File: src/rtl/grad_weight_update.sv
// Gradient-descent weight register: subtracts capped Q8.8 steps from a Q24.8 weight with saturation,
// ending a run on convergence streak or iteration limit. Optional macro GWU_CAP_COUNT_EN adds cap_count.
module grad_weight_update #(
    parameter int unsigned MAX_ITER    = 1024,
    parameter logic [15:0] CONV_THRESH = 16'h0004,
    parameter int unsigned CONV_COUNT  = 8
) (
    input  logic        clk,
    input  logic        rst,
    input  logic        start,
    input  logic [31:0] w_init,
    input  logic        step_valid,
    output logic        step_ready,
    input  logic [15:0] step_in,
    input  logic        step_ovf,
    input  logic        step_unf,
    output logic [31:0] w_out,
    output logic        w_valid,
    output logic        busy,
    output logic        done,
    output logic        converged,
    output logic [15:0] iter_count
`ifdef GWU_CAP_COUNT_EN
    ,
    output logic [15:0] cap_count
`endif
);

    typedef enum logic [1:0] {IDLE, RUN, DONE} state_t;

    state_t             state_q;
    state_t             state_d;
    logic [7:0]         streak_q;
    logic               accept;
    logic               converging;
    logic               streak_hit;
    logic               iter_hit;
    logic [16:0]        step_mag;
    logic signed [32:0] diff;
    logic [31:0]        w_next;

    assign accept = step_valid && step_ready;

    // Step magnitude needs 17 bits so that the most negative step maps to +32768.
    always_comb begin
        step_mag   = step_in[15] ? (17'd0 - {1'b1, step_in}) : {1'b0, step_in};
        converging = (step_mag <= {1'b0, CONV_THRESH}) && !step_ovf && !step_unf;
        streak_hit = converging && (({1'b0, streak_q} + 9'd1) == 9'(CONV_COUNT));
        iter_hit   = ({1'b0, iter_count} + 17'd1) == 17'(MAX_ITER);
        diff       = $signed({w_out[31], w_out}) - $signed({{17{step_in[15]}}, step_in});
        if (diff[32] != diff[31]) begin
            w_next = diff[32] ? 32'h8000_0000 : 32'h7FFF_FFFF;
        end else begin
            w_next = diff[31:0];
        end
    end

    always_ff @(posedge clk) begin
        if (rst) begin
            state_q <= IDLE;
        end else begin
            state_q <= state_d;
        end
    end

    always_comb begin
        state_d = state_q;
        if (start) begin
            state_d = RUN;
        end else if ((state_q == RUN) && accept && (streak_hit || iter_hit)) begin
            state_d = DONE;
        end
    end

    always_comb begin
        step_ready = (state_q == RUN) && !start;
        busy       = (state_q == RUN);
        done       = (state_q == DONE);
    end

    // Convergence wins when both end conditions land on the same step.
    always_ff @(posedge clk) begin
        if (rst) begin
            w_out      <= 32'd0;
            w_valid    <= 1'b0;
            iter_count <= 16'd0;
            streak_q   <= 8'd0;
            converged  <= 1'b0;
        end else if (start) begin
            w_out      <= w_init;
            w_valid    <= 1'b0;
            iter_count <= 16'd0;
            streak_q   <= 8'd0;
            converged  <= 1'b0;
        end else if (accept) begin
            w_out      <= w_next;
            w_valid    <= 1'b1;
            iter_count <= iter_count + 16'd1;
            streak_q   <= converging ? (streak_q + 8'd1) : 8'd0;
            if (streak_hit) begin
                converged <= 1'b1;
            end
        end else begin
            w_valid <= 1'b0;
        end
    end

`ifdef GWU_CAP_COUNT_EN
    always_ff @(posedge clk) begin
        if (rst || start) begin
            cap_count <= 16'd0;
        end else if (accept && (step_ovf || step_unf) && (cap_count != 16'hFFFF)) begin
            cap_count <= cap_count + 16'd1;
        end
    end
`endif

endmodule

File: config.mk
export PLATFORM = sky130hd
export DESIGN_NAME = grad_weight_update
export DESIGN_NICKNAME = d
export VERILOG_FILES = /design/src/rtl/grad_weight_update.sv
export SDC_FILE = /design/constraint.sdc
export NUM_CORES = 1
export LEC_CHECK = 0
export BUFFER_PORTS_ARGS = -buffer_cell sky130_fd_sc_hd__buf_2
export CELL_PAD_IN_SITES_DETAIL_PLACEMENT = 1
export CELL_PAD_IN_SITES_GLOBAL_PLACEMENT = 2
export CORE_AREA = 2 2 117 142
export DETAILED_ROUTE_END_ITERATION = 6
export DIE_AREA = 0 0 119 144
export PLACE_DENSITY = 0.86
export SLEW_MARGIN = 40
export SYNTH_ARGS = -nofsm -noshare
export SYNTH_HDL_FRONTEND = slang
export SYNTH_SLANG_ARGS = --single-unit
File: constraint.sdc
create_clock -name clk -period 7.25 [get_ports clk]
set_clock_uncertainty 0.05 [all_clocks]
set_input_delay 0.725 -clock clk [delete_from_list [all_inputs] [get_ports clk]]
set_output_delay 0.725 -clock clk [all_outputs]
set_load 0.05 [all_outputs]
==> impl_metrics.yaml, run 1 <==
status:
  status: "finished clean"
clocking:
  cts_sinks: 60
  cts_buffers: 9
  clk_latency_ns: 0.35
  postCtsHoldBufs: 0
  cts-root-buf: "clkbuf_16"
  cts_resized: 0
  clk_pin_slew_ns: 0.05
  cts_tree: "yes"
  htreeDepth: 3
  postCtsSetupRepairBufs: 0
  cts_buffer_depth: 2
setup_path:
  r2r_setup_slack_ns: 3.85
  crit_start: "step_in[15]"
  timing_worst_setup_path_type: "in2reg"
  r2r_end: "w_out[0]$_SDFFE_PP0P_"
  reg2reg_depth: 10
  worst_setup_path_end_kind: "register"
  reg2reg_from: "w_out[11]$_SDFFE_PP0P_"
  cp-start-kind: "input pin"
  cp_max_fo: 20
  arrival_ns: 4.26
  endpoint: "w_out[0]$_SDFFE_PP0P_"
  crit_required_ns: 7.39
cells_and_area:
  syn_to_final_growth_pct: 19.88
  num-nets-final: 886
  drive_gt1_share_pct: 18.23
  fillers: 1998
  multi_input_area_um2: 3662
  seqCellArea_um2: 1201
  antenna_cells: 0
drt:
  routedWlPerCell_um: 18.19
  vias_per_cell: 5.603
  drc: 0
  drt-total-wl_um: 18430
  vias: 5676
  dr.pass1.iters: 4
  drt_iter0_drc: 243
  antenna_left: 0
sta:
  fin_tns_setup_ns: 0
  slew_headroom_pct: 46.53
  fmax_mhz: 242.4
  setup_viol: 0
  post-route-period-util_pct: 56.91
  worst_slew_pin_slew_ns: 0.8012
  timing_hold_violations_final: 0
  rsz0062_at_grt: "false"
  drv_slew: 0
  finalCriticalPeriod_ns: 4.126
  setup_slack_ns: 3.124
worst_hold_path:
  hold_class: "reg2reg"
yosys:
  ys_ff_latch: 60
  synth.area.top_cells: "dfxtp_1, ha_1, a21oi_1, nor2_1, o21ai_0"
  syn-cell-area_um2: 5142
  async_flop_share_pct: 0
  netlist.area_leader.share_pct: 23.36
  yosysMostFrequentCell: "nor2_1"
  seq_area_frac_synth_pct: 23.36
  synth.distinct_cells: 64
  ys_warn_count: 0
  avgSynthCellArea_um2: 7.212
  synth_edf_count: 0
  yosysTopAreaCell: "dfxtp_1"
  synth_nets: 803
  synthFlopType: "dfxtp_1"
  synthTopCellsByCount: "nor2_1, a21oi_1, dfxtp_1"
  syn_inst: 713
floorplanning:
  die_w_um: 119
  die_h_um: 144
  start_util_pct: 32.36
  fp.coreArea_um2: 15890
  dieArea_um2: 17140
  rows: 51
  ioPinCount: 107
placement:
  hpwl_um: 13800
  globalplace.congestion: 0.9489
  numPortBuffers: 106
  place_ws_ns: 2.479
grt:
  grt_pass1_vias: 5950
  antenna_found_initial: 0
  grt_pass1_wl_um: 30090
  track_usage_pct: 21.82
  grt_max_degree: 64
  grt_overflow: 0
pwr:
  max-vdd-ir-drop_mv: 0.1075
  power.leakage_nw: 2.644
  powerDensity_nw_per_um2: 199.1
  p_clk_share_pct: 40.1
  p_sw_w: 0.0004332
  intPower_w: 0.0007939
  pwr-share-seq_pct: 29.1
  p_comb_share_pct: 30.8
  swShare_pct: 35.30
flow_run:
  maxCapViolations: 0
-- final cells by class --
class / count / area share, %
Clock buffer: 11 / 4.100
Clock inverter: 5 / 1.360
Inverter: 33 / 2.009
Multi-Input combinational cell: 580 / 59.41
Sequential cell: 60 / 19.48
Tap cell: 212 / 4.303
Timing Repair Buffer: 112 / 9.336
-- sequential cells by signal (all words and copies together), names as in the netlist --
| signal | count |
|---|---|
| w_out | 32 |
| iter_count | 16 |
| state_q | 2 |
| w_valid | 1 |
| streak_q | 8 |
| converged | 1 |
-- through the flow --
| stage | utilization, % | hold slack [ns] | std cells | power (W) | cell area [um^2] |
|---|---|---|---|---|---|
| 2_1_floorplan | - | 0.4067 | 713 | 0.0006342 | 5142 |
| 3_3_place_gp | 36.62 | 0.3883 | 997 | 0.0007305 | 5818 |
| 3_5_place_dp | 36.62 | 0.3962 | 997 | 0.0007391 | 5818 |
| 4_1_cts | 38.74 | 0.4269 | 1013 | 0.001239 | 6155 |
| 5_1_grt | 38.80 | 0.4564 | 1013 | 0.001293 | 6165 |
| 6_report | 38.80 | 0.4236 | 1013 | 0.001227 | 6165 |
-- kinds of logic (layout without fill, tap and decap cells) --
logic type / after synthesis / count (layout) / share of synthesized area (%)
buffers and inverters: 73 / 161 / 5.620
and+or+nand+nor: 258 / 258 / 24.91
AOI/OAI and AO/OA: 247 / 247 / 30.41
muxes: 4 / 4 / 0.7786
DFF: 60 / 60 / 23.36
xor gates and xnor gates: 33 / 33 / 5.620
adders and majority gates: 38 / 38 / 9.294
-- worst max-delay path: stages --
cell and delay (ns):
buf_2 0.13, inv_1 0.58, ha_1 0.42, and3_1 0.25, and3_1 0.17, o211ai_1 0.16, a31o_2 0.31, or3_1 0.37
and3_1 0.22, a21oi_2 0.46, buf_4 0.33, a211oi_1 0.11
-- power groups by stage --
stage / logic [W] / clock network (W) / registers, W
CTS: 0.000379 / 0.000502 / 0.000358
global placement: 0.000366 / 0 / 0.000364
finish: 0.000378 / 0.000492 / 0.000357
floorplan: 0.000229 / 0 / 0.000406
detailed placement: 0.000375 / 0 / 0.000365
global route: 0.000418 / 0.000516 / 0.000359
-- worst min-delay path by stage --
stage	from	end	slack, ns	depth (start not counted)
floorplan	streak_q[7]$_SDFFE_PP0P_	streak_q[7]$_SDFFE_PP0P_	0.41	2
global placement	converged$_SDFFE_PP0P_	converged$_SDFFE_PP0P_	0.39	2
detailed placement	converged$_SDFFE_PP0P_	converged$_SDFFE_PP0P_	0.40	2
CTS	converged$_SDFFE_PP0P_	converged$_SDFFE_PP0P_	0.43	2
global route	converged$_SDFFE_PP0P_	converged$_SDFFE_PP0P_	0.46	2
finish	converged$_SDFFE_PP0P_	converged$_SDFFE_PP0P_	0.42	2
-- cell usage in the layout (no fill, tap or decap), drive strengths merged, types with 9 or more instances in the layout --
master / synthesis / routed
dfxtp: 60 / 60
xor2: 13 / 13
xnor2: 20 / 20
nor3: 14 / 14
a21o: 12 / 12
nor2: 92 / 92
ha: 35 / 35
nand4: 15 / 15
a31oi: 13 / 13
or2: 9 / 9
o21ai: 53 / 53
o211ai: 11 / 11
buf: 13 / 112
nand2: 44 / 44
a21oi: 76 / 76
or3: 12 / 12
and3: 17 / 17
nand3: 17 / 17
clkbuf: 27 / 11
a211oi: 27 / 27
nand2b: 9 / 9
inv: 33 / 33
-- per-layer routing --
layer	share of wire, %	global-route usage (%)
met3	3.7	2.760
met2	51	40.20
met4	2.8	9.712
met5	0	0
met1	42	25.25
(Power assumes the default switching activity.)
==> inputs of run 2 (changes only) <==
--- a/config.mk
+++ b/config.mk
@@ -5,13 +5,14 @@
 export SDC_FILE = /design/constraint.sdc
 export NUM_CORES = 1
 export LEC_CHECK = 0
+export ABC_AREA = 1
 export BUFFER_PORTS_ARGS = -buffer_cell sky130_fd_sc_hd__buf_2
 export CELL_PAD_IN_SITES_DETAIL_PLACEMENT = 1
 export CELL_PAD_IN_SITES_GLOBAL_PLACEMENT = 2
-export CORE_AREA = 2 2 117 142
+export CORE_AREA = 2 2 126 153
 export DETAILED_ROUTE_END_ITERATION = 6
-export DIE_AREA = 0 0 119 144
-export PLACE_DENSITY = 0.86
+export DIE_AREA = 0 0 128 155
+export PLACE_DENSITY = 0.82
 export SLEW_MARGIN = 40
 export SYNTH_ARGS = -nofsm -noshare
 export SYNTH_HDL_FRONTEND = slang
==> constraint.sdc (replaced) <==
create_clock -name clk -period 3.9 [get_ports clk]
set_clock_uncertainty 0.05 [all_clocks]
set_input_delay 0.39 -clock clk [delete_from_list [all_inputs] [get_ports clk]]
set_output_delay 0.39 -clock clk [all_outputs]
set_load 0.05 [all_outputs]
==> run 2 against run 1 <==
Compared with the run above: register-to-register slack worse by 2.9 ns; clock power is 76% higher; power is 97% higher; critical endpoint is now w_out[18]$_SDFFE_PP0P_; largest cell class unchanged; largest power group unchanged.
==> impl_metrics.yaml, run 2 <==
floorplanning:
  die_w_um: 128
  fp.coreArea_um2: 18440
  dieArea_um2: 19840
  rows: 55
  ioPinCount: 107
  start_util_pct: 29.32
  die_h_um: 155
flow_run:
  maxCapViolations: 0
drt:
  antenna_left: 0
  vias: 5928
  vias_per_cell: 4.928
  drc: 0
  dr.pass1.iters: 4
  drt-total-wl_um: 19360
  routedWlPerCell_um: 16.09
  drt_iter0_drc: 175
sta:
  timing_hold_violations_final: 0
  setup_viol: 0
  worst_slew_pin_slew_ns: 0.7496
  post-route-period-util_pct: 81.33
  drv_slew: 0
  slew_headroom_pct: 49.97
  fmax_mhz: 315.3
  finalCriticalPeriod_ns: 3.172
  rsz0062_at_grt: "false"
  fin_tns_setup_ns: 0
  setup_slack_ns: 0.7283
yosys:
  synth_nets: 960
  synth.area.top_cells: "dfxtp_1, nand2_1, ha_1, inv_1, a21oi_1"
  ys_warn_count: 0
  syn-cell-area_um2: 5408
  avgSynthCellArea_um2: 6.216
  yosysMostFrequentCell: "nand2_1"
  synthFlopType: "dfxtp_1"
  synth.distinct_cells: 40
  seq_area_frac_synth_pct: 22.21
  async_flop_share_pct: 0
  syn_inst: 870
  ys_ff_latch: 60
  yosysTopAreaCell: "dfxtp_1"
  synthTopCellsByCount: "nand2_1, inv_1, nor2_1"
  synth_edf_count: 0
  netlist.area_leader.share_pct: 22.21
placement:
  globalplace.congestion: 0.8595
  hpwl_um: 15500
  numPortBuffers: 106
  place_ws_ns: 0.3421
setup_path:
  r2r_setup_slack_ns: 0.98
  crit_path_max_incr_delay_ns: 0.57
  cp-start-kind: "input pin"
  cp_num_buf_inv: 3
  timing_worst_setup_path_type: "in2reg"
  arrival_ns: 3.34
  crit_required_ns: 4.07
  critPathTopFamily: "simple AND/OR/NAND/NOR gates"
  slowest_stage: "inv_1"
  worst_setup_path_end_kind: "register"
  cpMostUsedCell: "nand2_1"
  path_cells: "buf_2 -> inv_1 -> ha_1 -> nand2_1 -> inv_1 -> nand2_1 -> nand2_1 -> nand2_1 -> nand2_1 -> a21oi_1 -> nand2_1 -> nand2_1 -> nand2_2 -> a21oi_2 -> nand2_1 -> nand2_1 -> a21oi_1"
  cp_max_fo: 19
clocking:
  cts_buffer_depth: 2
  cts_sinks: 60
  cts_buffers: 9
  cts-root-buf: "clkbuf_16"
  htreeDepth: 3
  postCtsSetupRepairBufs: 0
  postCtsHoldBufs: 0
  clk_latency_ns: 0.34
  cts_resized: 0
  cts_tree: "yes"
  clk_pin_slew_ns: 0.06
cells_and_area:
  regMostFlops: "w_out"
  num-nets-final: 1060
  largest_reg_flops: 32
  antenna_cells: 0
  layout_common_cells: "nand2_1, buf_2, inv_1, nor2_1, a21oi_1"
  final_common_cell: "nand2_1"
  drive_gt1_share_pct: 18.87
  syn_to_final_growth_pct: 19.11
  reg_top3: "w_out (32), iter_count (16), streak_q (8)"
pwr:
  swShare_pct: 40.63
  max-vdd-ir-drop_mv: 0.1724
  intPower_w: 0.001432
  p_sw_w: 0.0009798
  p_clk_share_pct: 35.8
  power.leakage_nw: 3.334
  pwr-share-seq_pct: 28.4
  p_comb_share_pct: 35.8
  powerDensity_nw_per_um2: 374.4
grt:
  grt_use_met2_pct: 35.45
  grt_pass1_vias: 6068
  grt-busiest-layer: "met2"
  global_route.usage.met3_pct: 3.989
  grt_util_met1_pct: 24.78
  grt_max_degree: 36
  antenna_found_initial: 1
  track_usage_pct: 20.10
  grt_overflow: 0
  grt_pass1_wl_um: 31320
status:
  status: "finished clean"
worst_hold_path:
  hold_class: "in2reg"
==> run 2: worst min-delay path, stage by stage <==
cell     delay, ns
buf_2         0.09
a22oi_1       0.07
o21ai_0       0.13
==> run 2: layer usage <==
| metal | vias up | share of wire, % |
|---|---|---|
| met2 | 100 | 50 |
| met5 | - | 0 |
| li1 | 3023 | - |
| met4 | 0 | 1.4 |
| met3 | 19 | 4.5 |
| met1 | 2786 | 44 |
==> run 2: final cells by class <==
type | count | area [um^2]
Clock buffer | 10 | 239.0
Clock inverter | 6 | 71.32
Fill cell | 2497 | 12000
Inverter | 113 | 424.2
Multi-Input combinational cell | 673 | 3637
Sequential cell | 60 | 1201
Tap cell | 228 | 285.3
Timing Repair Buffer | 113 | 583.1
==> run 2: worst paths after layout <==
kind / startpoint / end / depth (start not counted)
max: step_in[15] / w_out[18]$_SDFFE_PP0P_ / 17
min: w_init[31] / w_out[31]$_SDFFE_PP0P_ / 3
max reg2reg: w_out[0]$_SDFFE_PP0P_ / w_out[18]$_SDFFE_PP0P_ / 17
min reg2reg: converged$_SDFFE_PP0P_ / converged$_SDFFE_PP0P_ / 2
==> run 2: logic make-up after synthesis <==
group | Yosys count | share of synthesized area, %
AND/OR/NAND/NOR | 435 | 34.10
AO/OA/AOI/OAI | 165 | 18.69
buffers and inverters | 137 | 10.53
flip-flops | 60 | 22.21
XOR/XNOR | 37 | 5.993
adder cells (fa/ha/maj) | 36 | 8.468
==> run 2: power by group through the flow <==
stage	Clock [W]	Combinational (W)	Sequential (W)
detailed placement	0	0.000868	0.000699
floorplan	0	0.000547	0.000798
CTS	0.000884	0.000872	0.000686
global route	0.000912	0.000965	0.000689
global placement	0	0.000860	0.000699
finish	0.000864	0.000863	0.000685
==> run 2: stage by stage <==
step	power [W]	util [%]	cells	hold slack (ns)	instance area, um^2
5_1_grt	0.002565	34.93	1203	0.3316	6441
6_report	0.002411	34.93	1203	0.3218	6441
4_1_cts	0.002441	34.93	1203	0.3156	6441
3_5_place_dp	0.001567	33.24	1187	0.4172	6131
3_3_place_gp	0.001558	33.24	1187	0.4121	6131
2_1_floorplan	0.001346	-	870	0.4212	5408
==> inputs of run 3 (changes only) <==
--- a/config.mk
+++ b/config.mk
@@ -5,14 +5,14 @@
 export SDC_FILE = /design/constraint.sdc
 export NUM_CORES = 1
 export LEC_CHECK = 0
-export ABC_AREA = 1
+export ABC_AREA = 0
 export BUFFER_PORTS_ARGS = -buffer_cell sky130_fd_sc_hd__buf_2
 export CELL_PAD_IN_SITES_DETAIL_PLACEMENT = 1
 export CELL_PAD_IN_SITES_GLOBAL_PLACEMENT = 2
-export CORE_AREA = 2 2 126 153
+export CORE_AREA = 2 2 121 147
 export DETAILED_ROUTE_END_ITERATION = 6
-export DIE_AREA = 0 0 128 155
-export PLACE_DENSITY = 0.82
+export DIE_AREA = 0 0 123 149
+export PLACE_DENSITY = 0.81
 export SLEW_MARGIN = 40
 export SYNTH_ARGS = -nofsm -noshare
 export SYNTH_HDL_FRONTEND = slang
==> constraint.sdc (replaced) <==
create_clock -name clk -period 3.05 [get_ports clk]
set_clock_uncertainty 0.05 [all_clocks]
set_input_delay 0.305 -clock clk [delete_from_list [all_inputs] [get_ports clk]]
set_output_delay 0.305 -clock clk [all_outputs]
set_load 0.05 [all_outputs]
==> run 3 against run 2 <==
Compared with the run above: die area is 7.6% lower; critical path depth down 4; critical path type unchanged; highest routed layer unchanged; largest cell class unchanged; global-route usage grew 2.2 points.
==> impl_metrics.yaml, run 3 (same netlist as run 1, synthesis figures left out) <==
clocking:
  cts_tree: "yes"
  cts_buffer_depth: 2
  cts_buffers: 9
  cts-root-buf: "clkbuf_16"
  postCtsHoldBufs: 0
  clk_pin_slew_ns: 0.05
  cts_sinks: 60
  clk_latency_ns: 0.34
  htreeDepth: 3
sta:
  fmax_mhz: 339.3
  setup_viol: 0
  post-route-period-util_pct: 96.62
  drv_slew: 0
  worst_slew_pin_slew_ns: 0.6916
  finalCriticalPeriod_ns: 2.947
  holdWs_ns: 0.2448
  timing_hold_violations_final: 0
  slew_headroom_pct: 53.89
placement:
  hpwl_um: 15810
  numPortBuffers: 106
  globalplace.congestion: 0.9174
  post-place-cells: 1096
floorplanning:
  die_w_um: 123
  ioPinCount: 107
  dieArea_um2: 18330
  rows: 53
  fp.coreArea_um2: 17110
  die_h_um: 149
  start_util_pct: 30.06
grt:
  grt_max_degree: 63
  grt_overflow: 0
  antenna_found_initial: 0
  grt_pass1_vias: 6360
  grt_pass1_wl_um: 31970
  track_usage_pct: 22.27
worst_hold_path:
  hold_class: "in2reg"
  min_from: "w_init[18]"
setup_path:
  cpMostUsedCell: "o21ai_0"
  slowest_stage: "maj3_1"
  path_cells: "buf_2 -> clkinvlp_4 -> buf_12 -> ha_1 -> buf_4 -> nand2_1 -> o21ai_0 -> a221oi_1 -> o211ai_1 -> o21ai_0 -> o31a_1 -> maj3_1 -> a211oi_1"
  crit_required_ns: 3.25
  crit_path_max_incr_delay_ns: 0.39
  critPathTopFamily: "compound AO/OA/AOI/OAI gates"
  cp-start-kind: "input pin"
  cp_max_fo: 12
  reg2reg_from: "w_out[9]$_SDFFE_PP0P_"
  cp_num_buf_inv: 4
  crit_start: "step_in[15]"
  arrival_ns: 3.15
  worst_setup_path_end_kind: "register"
  timing_worst_setup_path_type: "in2reg"
cells_and_area:
  final_util_pct: 40.53
  syn_to_final_growth_pct: 34.84
  fillers: 2195
  drive_gt1_share_pct: 28.00
  fin_cells: 1113
  final_common_cell: "buf_2"
  largest_reg_flops: 32
  layout_common_cells: "buf_2, buf_4, nor2_1, a21oi_1, dfxtp_1"
  reg_top3: "w_out (32), iter_count (16), streak_q (8)"
  regMostFlops: "w_out"
  num-nets-final: 978
  antenna_cells: 0
drt:
  drt-total-wl_um: 20290
  dr.pass1.iters: 4
  drc: 0
  drt_iter0_drc: 259
  antenna_left: 0
  routedWlPerCell_um: 18.23
  vias_per_cell: 5.498
  vias: 6119
status:
  status: "finished clean"
pwr:
  powerDensity_nw_per_um2: 435.4
  power.leakage_nw: 3.087
  max-vdd-ir-drop_mv: 0.2717
flow_run:
  maxCapViolations: 0
==> run 3: cell types whose count changed in the layout (fill, tap and decap cells not counted), sizes merged, moves of 11 or more <==
cell / previous run / this run
a31oi: 2 / 13
o221ai: 17 / 1
o21ai: 34 / 53
or3: 0 / 12
inv: 114 / 32
nand2: 266 / 44
nand3: 49 / 17
xor2: 25 / 13
and3: 2 / 17
a21oi: 90 / 76
a211oi: 1 / 27
buf: 113 / 204
==> run 3: cell type report <==
class	instances	area, um^2	area share (%)
sequential	60	1202	17.34
multi-input combinational	580	3726	53.74
inverter	33	127.6	1.840
tap	220	275.3	3.970
timing repair buffer	204	1299	18.73
clock buffer	12	256.5	3.699
clock inverter	4	47.55	0.6857
==> run 3: stage by stage <==
| step | TNS (ns) | instance area (um^2) | setup slack (ns) | power, W |
|---|---|---|---|---|
| final | 0 | 6934 | 0.1031 | 0.003019 |
| after global placement | -1.343 | 6551 | -0.09883 | 0.001902 |
| after CTS | 0 | 6865 | 0.01541 | 0.003011 |
| after global routing | -0.1019 | 6934 | -0.03915 | 0.003182 |
| after floorplan | -0.2240 | 5162 | -0.01220 | 0.001511 |
| after detailed placement | -4.703 | 6551 | -0.1949 | 0.001934 |
==> run 3: routing by layer <==
metal / global-route usage (%) / vias up / share of wire (%) / wire length, um
li1: - / 2974 / - / -
met1: 26.54 / 2972 / 43 / 8655
met2: 40.17 / 134 / 51 / 10270
met3: 2.370 / 39 / 3.8 / 766
met4: 9.091 / 0 / 3.0 / 601
met5: 0 / - / 0 / 0
==> run 3: final timing paths <==
kind	to	slack, ns	cells after the start
max	w_out[13]$_SDFFE_PP0P_	0.10	13
min	w_out[18]$_SDFFE_PP0P_	0.24	3
max reg2reg	w_out[29]$_SDFFE_PP0P_	0.13	10
min reg2reg	converged$_SDFFE_PP0P_	0.40	2
==> run 3: report_power, final <==
| part | internal [W] | switching, W | leakage [nW] |
|---|---|---|---|
| clock | 0.000674 | 0.000388 | 0.149 |
| sequential | 0.000817 | 0.0000362 | 0.490 |
| combinational | 0.000454 | 0.000649 | 2.45 |
| total | 0.00195 | 0.00107 | 3.09 |
==> run 3: repair_timing <==
action,in CTS,in global routing
pin swaps,1,12
buffers inserted,0,1
setup endpoints to repair,2,32
resized for setup,2,16
==> run 3: worst register-to-register path, stage by stage, from the launching register on <==
cell and delay (ns):
dfxtp_1 0.33, ha_2 0.40, nand2_1 0.07, o211ai_1 0.23, o2111ai_1 0.21, and4_1 0.28
or3_1 0.39, and3_1 0.26, buf_4 0.20, o21ai_0 0.28, o21ai_1 0.09
